**src/rtl/jk_counter_bank.sv**
```systemverilog
`default_nettype none
// ============================================================================
// Module   : jk_counter_bank
// Purpose  : Bank of WIDTH JK flip-flop stages. The stages are driven either
//            by external J/K inputs or by internal toggle enables, so the
//            bank can work as an up counter or a down counter. A registered
//            one-cycle wrap pulse flags counting overflow and underflow.
// Revision : 1.0 - initial release
// ----------------------------------------------------------------------------
// Parameters
//   WIDTH           : number of JK stages (2..16)
// Ports
//   input_clock     : in  1     rising-edge clock
//   input_reset     : in  1     synchronous active-high reset
//   input_enable    : in  1     0 = hold all stages
//   input_clear     : in  1     synchronous clear (overrides enable)
//   input_mode      : in  2     00 ext JK, 01 up, 10 down, 11 hold
//   input_j         : in  WIDTH per-stage J (mode 00 only)
//   input_k         : in  WIDTH per-stage K (mode 00 only)
//   output_led_q    : out WIDTH stage Q values
//   output_led_qn   : out WIDTH complement of output_led_q
//   output_led_wrap : out 1     pulse in the cycle after a counting wrap
// ============================================================================
module jk_counter_bank #(
    parameter int WIDTH = 4
) (
    input  logic             input_clock,
    input  logic             input_reset,
    input  logic             input_enable,
    input  logic             input_clear,
    input  logic [1:0]       input_mode,
    input  logic [WIDTH-1:0] input_j,
    input  logic [WIDTH-1:0] input_k,
    output logic [WIDTH-1:0] output_led_q,
    output logic [WIDTH-1:0] output_led_qn,
    output logic             output_led_wrap
);

    localparam logic [1:0] c_MODE_JK   = 2'b00;
    localparam logic [1:0] c_MODE_UP   = 2'b01;
    localparam logic [1:0] c_MODE_DOWN = 2'b10;
    localparam logic [1:0] c_MODE_HOLD = 2'b11;

    logic [WIDTH-1:0] q_q;
    logic [WIDTH-1:0] q_d;
    logic             wrap_q;
    logic             wrap_d;

    // Per-stage toggle enables for ripple-free counting: a stage toggles when
    // every lower stage is 1 (up) or every lower stage is 0 (down).
    logic [WIDTH-1:0] w_up_tgl;
    logic [WIDTH-1:0] w_dn_tgl;
    logic [WIDTH-1:0] w_jk_next;

    assign w_up_tgl[0] = 1'b1;
    assign w_dn_tgl[0] = 1'b1;

    for (genvar i = 1; i < WIDTH; i++) begin : g_stage
        assign w_up_tgl[i] = w_up_tgl[i-1] &  q_q[i-1];
        assign w_dn_tgl[i] = w_dn_tgl[i-1] & ~q_q[i-1];
    end

    // Characteristic JK equation: Q+ = J&~Q | ~K&Q
    assign w_jk_next = (input_j & ~q_q) | (~input_k & q_q);

    // The top stage's toggle enable combined with its own value tells us the
    // whole bank is all-ones (up) or all-zeros (down), i.e. the edge wraps.
    always_comb begin
        q_d    = q_q;
        wrap_d = 1'b0;
        if (input_clear) begin
            q_d = '0;
        end else if (input_enable) begin
            case (input_mode)
                c_MODE_JK: begin
                    q_d = w_jk_next;
                end
                c_MODE_UP: begin
                    q_d    = q_q ^ w_up_tgl;
                    wrap_d = w_up_tgl[WIDTH-1] & q_q[WIDTH-1];
                end
                c_MODE_DOWN: begin
                    q_d    = q_q ^ w_dn_tgl;
                    wrap_d = w_dn_tgl[WIDTH-1] & ~q_q[WIDTH-1];
                end
                c_MODE_HOLD: begin
                    q_d = q_q;
                end
                default: begin
                    q_d = q_q;
                end
            endcase
        end
    end

    always_ff @(posedge input_clock) begin
        if (input_reset) begin
            q_q    <= '0;
            wrap_q <= 1'b0;
        end else begin
            q_q    <= q_d;
            wrap_q <= wrap_d;
        end
    end

    assign output_led_q    = q_q;
    assign output_led_qn   = ~q_q;
    assign output_led_wrap = wrap_q;

endmodule
`default_nettype wire

```
**config.mk**
```make
export PLATFORM = sky130hd
export DESIGN_NAME = jk_counter_bank
export DESIGN_NICKNAME = d
export VERILOG_FILES = /design/src/rtl/jk_counter_bank.sv
export SDC_FILE = /design/constraint.sdc
export NUM_CORES = 1
export LEC_CHECK = 0
export ABC_AREA = 1
export CAP_MARGIN = 15
export CORE_MARGIN = 4
export CORE_UTILIZATION = 30
export CTS_BUF_LIST = sky130_fd_sc_hd__clkbuf_8
export CTS_CLUSTER_DIAMETER = 50
export DETAILED_ROUTE_END_ITERATION = 6
export PLACE_DENSITY = 0.62
export SLEW_MARGIN = 0
export SYNTH_ARGS = -nofsm -noshare
export SYNTH_HDL_FRONTEND = slang
export SYNTH_SLANG_ARGS = --single-unit
```
**constraint.sdc**
```tcl
create_clock -name input_clock -period 1.89 [get_ports input_clock]
set_clock_uncertainty 0.2 [all_clocks]
set_input_delay 0.378 -clock input_clock [delete_from_list [all_inputs] [get_ports input_clock]]
set_output_delay 0.378 -clock input_clock [all_outputs]
set_load 0.02 [all_outputs]
```
**After elaboration in Yosys (flattened, before gate mapping)**

Index checks and enable logic that the tools add are counted.

- Register bits after elaboration: 5
- Bits of input ports: 14
- Logic and storage cells: 30
- Output and inout bits: 9

- Reduce and logical (&&, ||, !) cells: 4
- Mux-type cells: 2
- Equal/unequal tests: 3
- Bitwise gates (word level): 19

Operators with widths:

| kind | count |
|---|---|
| one-hot mux 4 bit (3 select lines) | 1 |
| AND 4 bit | 2 |
| NOT 4 bit | 2 |
| bitwise XOR 4 bit | 2 |
| AND 1 bit | 6 |
| NOT 1 bit | 6 |
| == test 2 bit, second input constant | 2 |
| bitwise OR 4 bit | 1 |
| OR reduction 3 bit | 1 |
| == test 2 x 1 -> 1 bit, second input constant | 1 |
| zero test 2 bit | 1 |
| one-hot mux 1 bit (2 select lines) | 1 |
| AND reduction 2 bit | 1 |
| OR reduction 2 bit | 1 |

**Longest topological paths before layout**

Gate-level depths: netlist of the first run.

- Word-level depth: 5
- Mapped depth: 8
- Depth with buffers taken out: 8

**Least setup slack after synthesis of the first run**

OpenSTA, ideal clock, no wires.

- Path kind: input port to flip-flop
- Start: in input_mode[0]
- End: reg q_q[0] (netlist: output_led_q[0])
- Cell stages on the path: 6
- Path buffers: 0
- Library setup time: 0.124 ns
- Setup slack: 0.409 ns
- Data arrival time: 1.157 ns
- Required time: 1.566 ns
- Cells stage by stage: inv_1 ha_1 inv_1 nor2_1 o31ai_1 a21oi_1

- Longest elaborated chain between the ends: 3
- Elaborated cells between the ends (all ways): 7
- Those cells by class: eq/ne: 3; mux: 1; bitwise: 1; reduce/logical: 2

Ends and longest elaborated chain:

| item | RTL line | RTL |
|---|---|---|
| start, declared | 31 | `input logic [1:0] input_mode,` |
| parallel branches: the longest is 3 deep, another holds one-hot mux 4 bit (3 select lines) | n/a |  |
| end signal, assigned | 101 | `q_q <= q_d;` |
| end, declared | 44 | `logic [WIDTH-1:0] q_q;` |

Several ways; the timed one is not identified.
A chain may end at the register's enable or synchronous reset.

**Final worst setup path of the first run**

- Start: in output_led_q[3]
- End: out output_led_q[3]

RTL lines:

| item | RTL line | RTL |
|---|---|---|
| start, declared | 34 | `output logic [WIDTH-1:0] output_led_q,` |

No word-level cell between the ends.

==> summary.md, run 1 <==
| Metric | Value |
|---|---|
| Syn Inst Count | `60` |
| Compound-Gate Fraction of Synth Area | `29.7%` |
| Die W | `between 40 and 50 um` |
| CTS Hold Bufs | `0` |
| Post-Syn Area | `roughly 400 sq um` |
| Post-route clock period utilization | `between 90% and 100%` |
| CP required | `~1.3 ns` |
| Post-synth top area cell | `dfxtp_1` |
| Crit-path slowest cell | `clkdlybuf4s50_1` |
| Simple-gate share of the synthesized area | `about a quarter` |
| Switching share of power | `approximately 28%` |
| Setup TNS | `0 ns` |
| Post-DP HPWL | `967 um` |
| Grt ovf | `0` |
| Mux cell area share after synthesis | `0%` |
| Setup CP Type | `reg -> out` |
| Worst setup EP type | `output port` |
| Final setup fails | `0` |
| Relative slew slack | `77.3%` |
| Register area share after synthesis | `25.3%` |
| All-Layer GR Usage | `between 10 and 15%` |
| P_leak | `0.364 nW` |
| Nets | `between 100 and 150` |
| Root Buffer | `clkbuf_8` |
| Adder-Cell Fraction of Synth Area | `a little under a tenth` |
| Clock buffer depth | `2` |
| RSZ-0062 raised after global routing | `no` |
| Crit path cell chain | `clkdlybuf4s50_1` |
| Wire length per cell | `roughly 12 um` |
| Hold WC Path Type | `reg -> reg` |
| 1st-iter DRT viols | `5` |
| Pins Over Slew Limit | `0` |
| DR vias | `515` |
| Status | `finished, final reports clean` |
| Inserted Diodes | `0` |
| Initial core utilization | `about a third` |
| Clk_lat worst skew | `roughly 0.23 ns` |
| Synth warnings | `0` |
| Layout cells sized above 1 | `between 15 and 20%` |
| CP Buf/Inv Count | `1` |
| Fin. Hold Viols | `0` |
| Sequential share of power | `26.7%` |
| Yosys cell types | `16` |
| Worst-margin pin slew | `roughly 0.34 ns` |
| Post-DRT Antenna Nets | `0` |
| CTS tree | `yes` |
| Synth top area share | `between 20% and 30%` |
| Pwr/cell area | `between 500 and 600 nW/um^2` |
| Port bufs | `22` |
| Syn Nets | `a little under 80` |
| IO Count | `23` |
| DRC | `0` |
| FP Rows | `12` |
| Logic pwr share | `between 20 and 30%` |
| Area of placed instances | `~670 sq um` |
| DRT Pass-1 Iters | `4` |
| CP max FO | `5` |
| Crit path arrival time | `between 1 and 1.5 ns` |
| Largest net degree at the start of global routing | `8` |
| Die H | `44.3 um` |
| Post-synthesis xor/xnor area fraction | `0%` |
| Die footprint | `about 2000 sq um` |
| Final GP Congestion | `roughly 0.77` |
| Startpoint Class | `register` |
| Clock Sinks | `5` |
| Core Footprint | `around 1200 sq um` |
| Total setup buffers inserted after CTS | `0` |
| DR vias/cell | `about 4.9` |
| Initial antenna violation count | `0` |
| Final Power | `roughly 0.00044 W` |
| CTS H-tree depth | `1` |
| Yosys reg bits | `5` |
| Ranking of synthesized cells by area | `dfxtp_1 (25%), ha_1 (9.5%), a21oi_1 (8.9%), o21ai_0 (8.9%), nand2_1 (8.5%)` |
| WL final | `1.25 mm` |
| Worst path top cell family by delay | `buffers and inverters` |
| Fin area | `approximately 730 sq um` |
| Syn_area_per_cell | `6.59 sq um` |
| Int Power | `~0.00031 W` |
| FILL cells | `115` |
| CTS Buf Count | `3` |
| Number of global-route vias before repair | `just under 500` |
| Crit path time final | `1.79 ns` |
| Psw | `0.000122 W` |
| Clk slew on worst S/H paths | `0.03 ns` |
| Max-Cap Viols | `0` |
| Util after Layout | `roughly 62%` |
| Max stage delay on crit path | `around 0.62 ns` |
| Peak supply drop | `approximately 0.00046 V` |
| Fmax | `between 0.5 and 0.6 GHz` |
| First-pass GRT wire length | `slightly above 2 mm` |
| Area Growth Syn to Fin | `84.5%` |
| Clock network fraction of total power | `between 40% and 50%` |
| Largest family of logic cells by synthesized area | `compound AO/OA/AOI/OAI gates` |
[through the flow]
step,hold slack (ns),setup slack (ns),std cells
3_5_place_dp,0.361,-0.0808,101
6_report,0.378,0.0952,105
4_1_cts,0.380,0.00259,105
5_1_grt,0.431,0.00389,105
3_3_place_gp,0.368,-0.0638,101
2_1_floorplan,0.329,0.409,60
[power by group through the flow]
stage          combinational [W]  clock (W)  sequential [W]
6_report                0.000121   0.000198        0.000116
5_1_grt                 0.000132   0.000211        0.000117
4_1_cts                 0.000122   0.000204        0.000116
3_5_place_dp            0.000121          0        0.000118
3_3_place_gp            0.000119          0        0.000118
2_1_floorplan          0.0000512          0        0.000122
[what timing repair did]
| action | 4_1_cts | 5_1_grt |
|---|---|---|
| resized for setup | 1 | 7 |
| pin swaps | 0 | 1 |
| endpoints found under the setup margin | 1 | 7 |
[cell usage in the layout (no fill, tap or decap)]
master,n
clkbuf_8,3
nand4_1,3
o21ai_0,7
dlymetal6s2s_1,6
o31ai_1,1
nor2_2,1
nand2_2,2
o211ai_2,1
o21ai_1,2
buf_4,5
dlygate4sd2_1,1
nor2_1,3
inv_2,4
dfxtp_1,5
ha_1,3
clkdlybuf4s50_1,15
a21oi_2,2
a21oi_1,7
nand3_1,4
nand2_1,9
inv_1,7
[registers in the layout, indices dropped and copies added, names as in the netlist]
name,cells
output_led_q,4
output_led_wrap,1
[synth_stat cells]
cell and number:
nand2_1 9, o211ai_2 1, o21ai_1 2, nor2_2 1, nand2_2 2, nor2_1 3, nand4_1 3, dfxtp_1 5
nand3_1 4, a21oi_1 7, o31ai_1 1, o21ai_0 7, a21oi_2 2, inv_1 7, ha_1 3, inv_2 3
[cell type report]
cell class / instances / area, sq um / share of cell area (%)
inverter: 10 / 37.5 / 5.15
multi-input combinational: 45 / 258 / 35.3
timing repair buffer: 27 / 272 / 37.2
sequential: 5 / 100 / 13.7
clock inverter: 1 / 3.75 / 0.515
clock buffer: 3 / 41.3 / 5.66
tap: 14 / 17.5 / 2.40
[path summary, 6_finish.rpt]
path | start | depth (start not counted) | end | slack (ns)
setup / recovery | output_led_q[3] | 1 | output_led_q[3] | 0.1
hold / removal | output_led_q[3] | 2 | output_led_q[3] | 0.38
setup reg to reg | output_led_q[1] | 4 | output_led_q[2] | 0.64
hold reg to reg | output_led_q[3] | 2 | output_led_q[3] | 0.38
[routing by layer]
layer	global-route usage, %	wire length, um	share of wire [%]	vias up
met5	0	0	0	-
met4	7.83	15	1.2	0
met3	7.72	119	9.6	4
met2	21.8	580	47	19
met1	16.1	529	42	224
li1	-	-	-	268
[cell families (layout without fill, tap and decap cells)]
family / after synthesis / in the layout
and+or+nand+nor: 22 / 22
AOI/OAI and AO/OA: 20 / 20
adders and majority gates: 3 / 3
buffers and inverters: 10 / 41
DFF: 5 / 5
(Power assumes the default switching activity.)
==> inputs of run 2 (changes only) <==
--- a/config.mk
+++ b/config.mk
@@ -5,15 +5,13 @@
 export SDC_FILE = /design/constraint.sdc
 export NUM_CORES = 1
 export LEC_CHECK = 0
-export ABC_AREA = 1
 export CAP_MARGIN = 15
 export CORE_MARGIN = 4
 export CORE_UTILIZATION = 30
 export CTS_BUF_LIST = sky130_fd_sc_hd__clkbuf_8
 export CTS_CLUSTER_DIAMETER = 50
 export DETAILED_ROUTE_END_ITERATION = 6
-export PLACE_DENSITY = 0.62
-export SLEW_MARGIN = 0
+export PLACE_DENSITY = 0.61
 export SYNTH_ARGS = -nofsm -noshare
 export SYNTH_HDL_FRONTEND = slang
 export SYNTH_SLANG_ARGS = --single-unit
==> run 2 against run 1 <==
Clock power shrank 3%; power shrank 3.2%; critical endpoint is now output_led_qn[2]; wire length shrank 15%; via count shrank 5.4%; hold slack lost 0.010 ns.
==> summary.md, run 2 <==
| Metric | Value |
|---|---|
| Final worst slack | `0.0612 ns (-0.0340 ns)` |
| Die W | `44.8 um (+1.2%)` |
| CTS tree | `yes` |
| FP Rows | `13 (+1)` |
| Root Buffer | `clkbuf_8` |
| Post-route clock period utilization | `96.8% (+1.8 points)` |
| Max stage delay on crit path | `0.53 ns (-0.09 ns)` |
| Clock Sinks | `5 (unchanged)` |
| Commonest non-fill, non-tap cell in the layout | `clkdlybuf4s50_1` |
| Yosys reg bits | `5 (unchanged)` |
| Final Power | `0.000422 W (-3.2%)` |
| Grt ovf | `0 (unchanged)` |
| Yosys cell types | `26 (+10)` |
| DR vias/cell | `4.92 (+0.29%)` |
| Util after Layout | `57.4% (-4.8 points)` |
| DRC | `0 (unchanged)` |
| Max FFs per register | `4 (unchanged)` |
| Synth warnings | `0 (unchanged)` |
| Initial core utilization | `31.6% (-2.1 points)` |
| Clk_lat worst skew | `0.22 ns (about the same)` |
| P_leak | `0.332 nW (-8.8%)` |
| WL final | `1.06 mm (-15%)` |
| Syn Inst Count | `53 (-12%)` |
| Setup WS pre-CTS | `-0.354 ns (-0.273 ns)` |
| IO Count | `23 (unchanged)` |
| Crit path arrival time | `1.25 ns (+0.03 ns)` |
| Final GP Congestion | `0.828 (+7.9%)` |
| Worst path top cell family by delay | `buffers and inverters` |
| Compound-Gate Fraction of Synth Area | `30.2% (+0.41 points)` |
| Max-Cap Viols | `0 (unchanged)` |
| Initial antenna violation count | `0 (unchanged)` |
| Pins Over Slew Limit | `0 (unchanged)` |
| Post-DP HPWL | `870 um (-10%)` |
| Mux cell area share after synthesis | `0% (unchanged)` |
| Largest family of logic cells by synthesized area | `compound AO/OA/AOI/OAI gates` |
| Pwr/cell area | `571 nW/um^2 (-4.3%)` |
| DRT Pass-1 Iters | `2 (-2)` |
| Worst-margin pin slew | `0.234 ns (-0.105 ns)` |
| Port bufs | `22 (unchanged)` |
| Crit-path slowest cell | `clkdlybuf4s50_1` |
| EDFF count, synth | `0 (unchanged)` |
| Syn_area_per_cell | `7.67 sq um (+16%)` |
| Area of the multi-input gates | `277 sq um (+7.3%)` |
| Crit path cell chain | `inv_1 -> clkdlybuf4s50_1` |
| CP required | `1.31 ns (about the same)` |
| Post-DRT Antenna Nets | `0 (unchanged)` |
| Die footprint | `2010 sq um (+2.3%)` |
| All-Layer GR Usage | `12.0% (-2.3 points)` |
| Post-synthesis xor/xnor area fraction | `2.15% (+2.2 points)` |
| Crit path time final | `1.83 ns (+0.0340 ns)` |
| First-pass GRT wire length | `1.75 mm (-15%)` |
| Fmax | `0.547 GHz (-1.9%)` |
| Prevailing post-synth register cell | `dfxtp_1` |
| Hold WC Path Type | `reg -> reg` |
| Post-Syn Area | `407 sq um (+2.8%)` |
| Fin. Hold Viols | `0 (unchanged)` |
| FILL cells | `129 (+12%)` |
| Setup CP Type | `reg -> out` |
| Adder-Cell Fraction of Synth Area | `9.23% (-0.26 points)` |
| Die H | `44.8 um (+1.2%)` |
| FFs w/ async S/R, synth | `0% (unchanged)` |
| Layout cells sized above 1 | `16.7% (-3.1 points)` |
| Status | `finished, final reports clean` |
| Inserted Diodes | `0 (unchanged)` |
| CTS H-tree depth | `1 (unchanged)` |
| CTS Buf Count | `3 (unchanged)` |
| Number of global-route vias before repair | `456 (-7.5%)` |
| Post-synth top area cell | `dfxtp_1` |
| Seq. cell area | `100 sq um (unchanged)` |
| Worst hold slack | `0.368 ns (-0.0100 ns)` |
| Ranking of synthesized cells by area | `dfxtp_1 (25%), ha_1 (9.2%), inv_1 (6.5%), nand3_1 (4.9%), o21ai_0 (4.9%)` |
| Register area share after synthesis | `24.6% (-0.70 points)` |
| Simple-gate share of the synthesized area | `25.2% (-0.72 points)` |
| Commonest non-fill, non-tap cells in the layout | `clkdlybuf4s50_1 (15), inv_1 (8), buf_4 (7)` |
| Area Growth Syn to Fin | `81.5%` |
| Clock buffer depth | `2 (unchanged)` |
| Most common cell in the netlist | `inv_1` |
| Synth top area share | `24.6% (-0.70 points)` |
| Core Footprint | `1280 sq um (+9.7%)` |
| Startpoint Class | `register` |
| 1st-iter DRT viols | `2 (-3)` |
| Wire length per cell | `10.7 um (-9.9%)` |
| Largest net degree at the start of global routing | `9 (+1)` |
| Nets | `102 (-6.4%)` |
| CP max FO | `8 (+3)` |
| CTS Hold Bufs | `0 (unchanged)` |
| Relative slew slack | `84.4% (+7.0 points)` |
| Worst setup EP type | `output port` |
| Setup TNS | `0 ns (unchanged)` |
| Peak supply drop | `0.000323 V (-30%)` |
| DR vias | `487 (-5.4%)` |
| Commonest cells post-synth | `inv_1 (7), dfxtp_1 (5), nand3_1 (4), nor2_1 (4), o21ai_0 (4)` |
| CP Buf/Inv Count | `2 (+1)` |
| RSZ-0062 raised after global routing | `no` |
| Syn Nets | `70 (-9.1%)` |
| Clk slew on worst S/H paths | `0.04 ns (about the same)` |
| Final setup fails | `0 (unchanged)` |
[run 2: worst paths after layout]
check	to	start	slack, ns	cells after the start
worst min register to register	output_led_q[3]	output_led_q[3]	0.37	2
worst max register to register	output_led_q[2]	output_led_q[1]	0.25	5
worst min-delay path	output_led_q[3]	output_led_q[3]	0.37	2
worst max-delay path	output_led_qn[2]	output_led_q[2]	0.06	2
[run 2: where the power goes]
part           total, W  internal [W]  switching [W]
Clock          0.000192      0.000139      0.0000531
Sequential     0.000116      0.000110     0.00000543
Combinational  0.000114     0.0000637      0.0000500
Total          0.000422      0.000313       0.000108
[run 2: logic make-up after synthesis]
logic type	count (synthesis)
AND/OR/NAND/NOR	18
AO/OA/AOI/OAI	17
buffers and inverters	9
flip-flops	5
adder cells (fa/ha/maj)	3
XOR/XNOR	1
[run 2: layer usage]
metal	GRT usage, %	vias up	wire length [um]
li1	-	254	-
met1	12.6	220	451
met2	20.9	11	516
met3	6.37	2	81
met4	3.51	0	8
met5	0	-	0
[run 2: what timing repair did]
| item | in CTS | in global routing |
|---|---|---|
| resized for setup | 7 | 2 |
| endpoints found under the hold margin | 0 | 0 |
| setup buffers | 0 | 0 |
| endpoints found under the setup margin | 6 | 2 |
[run 2: area by class of cell]
type                       count  area share, %
tap                           15           2.54
clock buffer                   3           5.59
timing repair buffer          29           36.8
sequential                     5           13.6
multi-input combinational     39           37.5
clock inverter                 1          0.508
inverter                       7           3.56
[run 2: worst reg2reg max path: cells and delay by family (launching register included)]
kind	cells	cell delay, ns
compound gates	3	0.53
flops	1	0.31
buf+inv	1	0.16
simple gates	1	0.39
[run 2: through the flow]
step                      cells  area (sq um)
after floorplan              53           407
after global placement       95           689
after detailed placement     95           689
after CTS                    99           733
after global routing         99           738
final                        99           738
==> RTL edit 1: new RTL, config.mk and constraints of run 1 <==
The parameter `WIDTH` goes from 4 to 6.
--- a/src/rtl/jk_counter_bank.sv
+++ b/src/rtl/jk_counter_bank.sv
@@ -22,7 +22,7 @@
 //   output_led_wrap : out 1     pulse in the cycle after a counting wrap
 // ============================================================================
 module jk_counter_bank #(
-    parameter int WIDTH = 4
+    parameter int WIDTH = 6
 ) (
     input  logic             input_clock,
     input  logic             input_reset,
Interface: changed (resized input_j, input_k, output_led_q and output_led_qn); port bits go from 23 to 31. No check against the original RTL was run, so the function may have changed too.
==> RTL edit 1 against run 1 <==
Setup slack got worse by 0.040 ns; first-iteration DRC count increased by 120%; design area is 42% higher; utilization down 5.2 points; sequential share of layout area decreased by 0.11 points; cell count rose by 50%; total power up 24%; critical path depth stayed put; area after synthesis increased by 52%; fmax down 2.2%; wire length up 38%; largest power group unchanged; sequential cell count increased by 2; die area rose by 42%; critical path type unchanged.
==> RTL edit 1: results (changes against run 1) <==
Post-DP HPWL 1.42 mm (+47%); GPL Wtd Cong 0.849 (+11%); top cells by area, synth dfxtp_1 23%, nand2_1 11%, o21ai_0 10%; Fillers 193 (+68%); DRT Wirelength 1.72 mm (+38%); worst hold start output_led_q[0]; Lkg Pwr 0.472 nW (+30%); via count 755 (+47%); HP Class reg2reg; Critical Path AT 1.26 ns (+0.04 ns); R2R Setup Slk 0.58 ns (-0.06 ns); most common library cells after synthesis 17 x nand2_1, 12 x o21ai_0, 9 x a21oi_1; 1st-iter DRT viols 11 (+6); grt met3 use 2.85% (-4.9 points); share of cells above drive strength 1 25.0% (+5.2 points); M2 GR Usage 21.5% (-0.31 points); sequential-to-total area share from yosys stat 23.3% (-2.0 points); Worst Hold End output_led_q[0]; run status completed; All-Layer GR Usage 13.6% (-0.83 points); vias in the first global route 641 (+30%); met1 usage 16.2% (+0.14 points); worst-skew pair later-pin latency 0.23 ns (about the same); Worst R2R Start output_led_q[2]; first-pass GRT wire length 2.66 mm (+29%); Worst R2R Path Depth 7 (+3); Post-CTS Hold Fix Bufs 0 (unchanged); VDD IR max 0.000266 V (-43%); Slew headroom 84.0% (+6.6 points); Final #Nets 154 (+41%); Syn Nets 111 (+44%); max reg flops 6 (+2); Reg-to-Reg End output_led_q[5]; Port Buffers 30 (+36%); post-synthesis cell type count 20 (+4)
## RTL edit 1: cell types whose count changed in the layout (fill, tap and decap cells not counted), moves of 2 or more
cell,before,now
nand2_1,9,17
clkdlybuf4s50_1,15,21
dlygate4sd2_1,1,7
nand3_2,0,5
o21ai_0,7,12
dlymetal6s2s_1,6,2
buf_4,5,8
a21oi_1,7,9
inv_1,7,9
nand4_1,3,1
nor2_2,1,3
## RTL edit 1: metal layers
layer | part of all wire [%] | vias up
met5 | 0 | -
met4 | 2.3 | 0
met3 | 7.0 | 4
met2 | 47 | 28
met1 | 43 | 333
li1 | - | 390
## RTL edit 1: final cells by class
type	instances	area, sq um	area share, %
clock buffer	3	41.3	3.98
clock inverter	1	3.75	0.361
inverter	12	45.0	4.34
multi-input combinational	71	419	40.4
sequential	7	141	13.6
tap	25	31.3	3.01
timing repair buffer	38	357	34.3
## RTL edit 1: where the power goes
group          internal, mW  total [mW]  switching (mW)
clock network         0.140       0.205          0.0648
registers             0.155       0.164         0.00891
logic                0.0877       0.173          0.0849
total                 0.383       0.541           0.159
## RTL edit 1: worst register-to-register path: stages, from the launching register on
cell and delay [ns]:
dfxtp_1 0.42, nand2_1 0.12, nor2_4 0.13, nand3_2 0.09, nand2_1 0.07, nand2_1 0.05, nand3_2 0.07, a21oi_2 0.04
## RTL edit 1: timing repair
action	in CTS	in global routing
gates cloned	0	0
endpoints found under the setup margin	7	4
resized for setup	7	4
setup buffers	0	0
## RTL edit 1: cell families (layout without fill, tap and decap cells)
| kind of cell | count (synthesis) | count (layout) | synth area share (%) |
|---|---|---|---|
| buffers and inverters | 12 | 54 | 7.48 |
| flip-flops | 7 | 7 | 23.3 |
| AO/OA/AOI/OAI | 29 | 29 | 28.3 |
| AND/OR/NAND/NOR | 39 | 39 | 34.7 |
| adder cells (fa/ha/maj) | 3 | 3 | 6.24 |
## RTL edit 1: worst max path at each step
stage                       endpoint  slack (ns)  cells after the start
detailed placement   output_led_q[0]       -0.16                      7
CTS                 output_led_qn[0]       0.005                      2
floorplan            output_led_q[0]        0.33                      6
global placement     output_led_q[0]       -0.14                      7
finish               output_led_q[3]        0.05                      1
global route         output_led_q[0]        0.01                      1
## RTL edit 1: through the flow
stage | instance area, sq um | util, % | cells | worst slack (ns) | hold WS [ns]
2_1_floorplan | 602 | - | 90 | 0.334 | 0.345
5_1_grt | 1040 | 57.0 | 157 | 0.00974 | 0.400
3_5_place_dp | 993 | 54.6 | 153 | -0.158 | 0.361
6_report | 1040 | 57.0 | 157 | 0.0549 | 0.358
3_3_place_gp | 993 | 54.6 | 153 | -0.144 | 0.355
4_1_cts | 1030 | 56.6 | 157 | 0.00481 | 0.370
==> RTL edit 2: new RTL, config.mk and constraints of run 1 <==
Without the edit above. Make the reset (`input_reset`) asynchronous in one clocked block. Comments in the files are not updated.
--- a/src/rtl/jk_counter_bank.sv
+++ b/src/rtl/jk_counter_bank.sv
@@ -93,7 +93,7 @@
         end
     end
 
-    always_ff @(posedge input_clock) begin
+    always_ff @(posedge input_clock or posedge input_reset) begin
         if (input_reset) begin
             q_q    <= '0;
             wrap_q <= 1'b0;
Check against the original RTL: differs if input_reset is asserted again (counterexample within 4 cycles, from zero or initial values and one cycle with input_reset high); with input_reset held inactive, the same outputs for 10 cycles.
==> RTL edit 2 against run 1 <==
Design area grew 4.5%; setup slack lost 0.057 ns; critical path depth is the same; wire length grew 2.5%; first-iteration DRC count grew to 3.2 times the old value; largest cell class unchanged; area after synthesis grew 9.5%; sequential power grew 10%; sequential cell count is the same; non-clock buffer count grew 1; combinational power grew 55%; total power grew 15%; critical path type unchanged.
==> RTL edit 2: results (changes against run 1) <==
run status completed; CP max FO 6 (+1); Non-Filler Instances 114 (+8.6%); internal power 345 uW (+10%); All-Layer GR Usage 13.3% (-1.1 points); Reg-to-Reg End output_led_q[2]; Fillers 133 (+16%); Worst R2R Start output_led_q[1]; Final #Nets 117 (+7.3%); sequential-to-total area share from yosys stat 28.9% (+3.6 points); Cell Count Post-Placement 110 (+8.9%); Syn Nets 84 (+9.1%); metal3 WL 107 um (-10%); Worst R2R Path Depth 7 (+3); top cells by area, synth dfrtp_1 29%, nand2_1 18%, inv_1 11%; DP Area 717 sq um (+6.9%); Critical Path AT 1.27 ns (+0.05 ns); share of cells above drive strength 1 12.1% (-7.7 points); Compound-Gate Fraction of Synth Area 17.9% (-12 points); M1 WL 573 um (+8.3%); ys async rst share 100% (+100 points); Gate power share 37.3% (+9.5 points); Place WS -0.123 ns (-0.0419 ns); Adder-Cell Fraction of Synth Area 8.67% (-0.82 points); Slew headroom 84.7% (+7.4 points); vias in the first global route 476 (-3.4%); HP Class in2async; most common library cells after synthesis 21 x nand2_1, 13 x inv_1, 7 x nand3_1; R2R Setup Slk 0.46 ns (-0.18 ns); DRT Wirelength 1.28 mm (+2.5%); mean number of vias per cell 4.63 (-5.6%); post-synthesis cell type count 12 (-4); routed length on met2 595 um (+2.6%); GPL Wtd Cong 0.785 (+2.2%); FF/Latch Area 125 sq um (+25%); sequential power 128 uW (+10%); first-pass GRT wire length 2.06 mm (-0.34%)
-- RTL edit 2: cell count changes after synthesis, moves of 3 or more --
cell,run 1,this run
nand2_1,9,21
nand3_1,4,7
inv_1,7,13
dfrtp_1,0,5
a21oi_1,7,4
dfxtp_1,5,0
inv_2,3,0
-- RTL edit 2: layout make-up --
class                      instances  share of cell area [%]
clock buffer                       3                    5.42
clock inverter                     1                   0.493
inverter                          13                    6.40
multi-input combinational         49                    34.0
sequential                         5                    16.4
tap                               15                    2.46
timing repair buffer              28                    34.8
-- RTL edit 2: worst max path at each step --
stage / start / end / slack (ns) / cells past startpoint
detailed placement: input_mode[0] / output_led_q[0] / -0.12 / 7
floorplan: input_mode[0] / output_led_q[0] / 0.44 / 6
global placement: input_mode[0] / output_led_q[0] / -0.09 / 7
global route: output_led_q[0] / output_led_q[0] / 0.01 / 1
CTS: output_led_q[2] / output_led_q[2] / 0.005 / 2
finish: output_led_q[0] / output_led_q[0] / 0.04 / 1
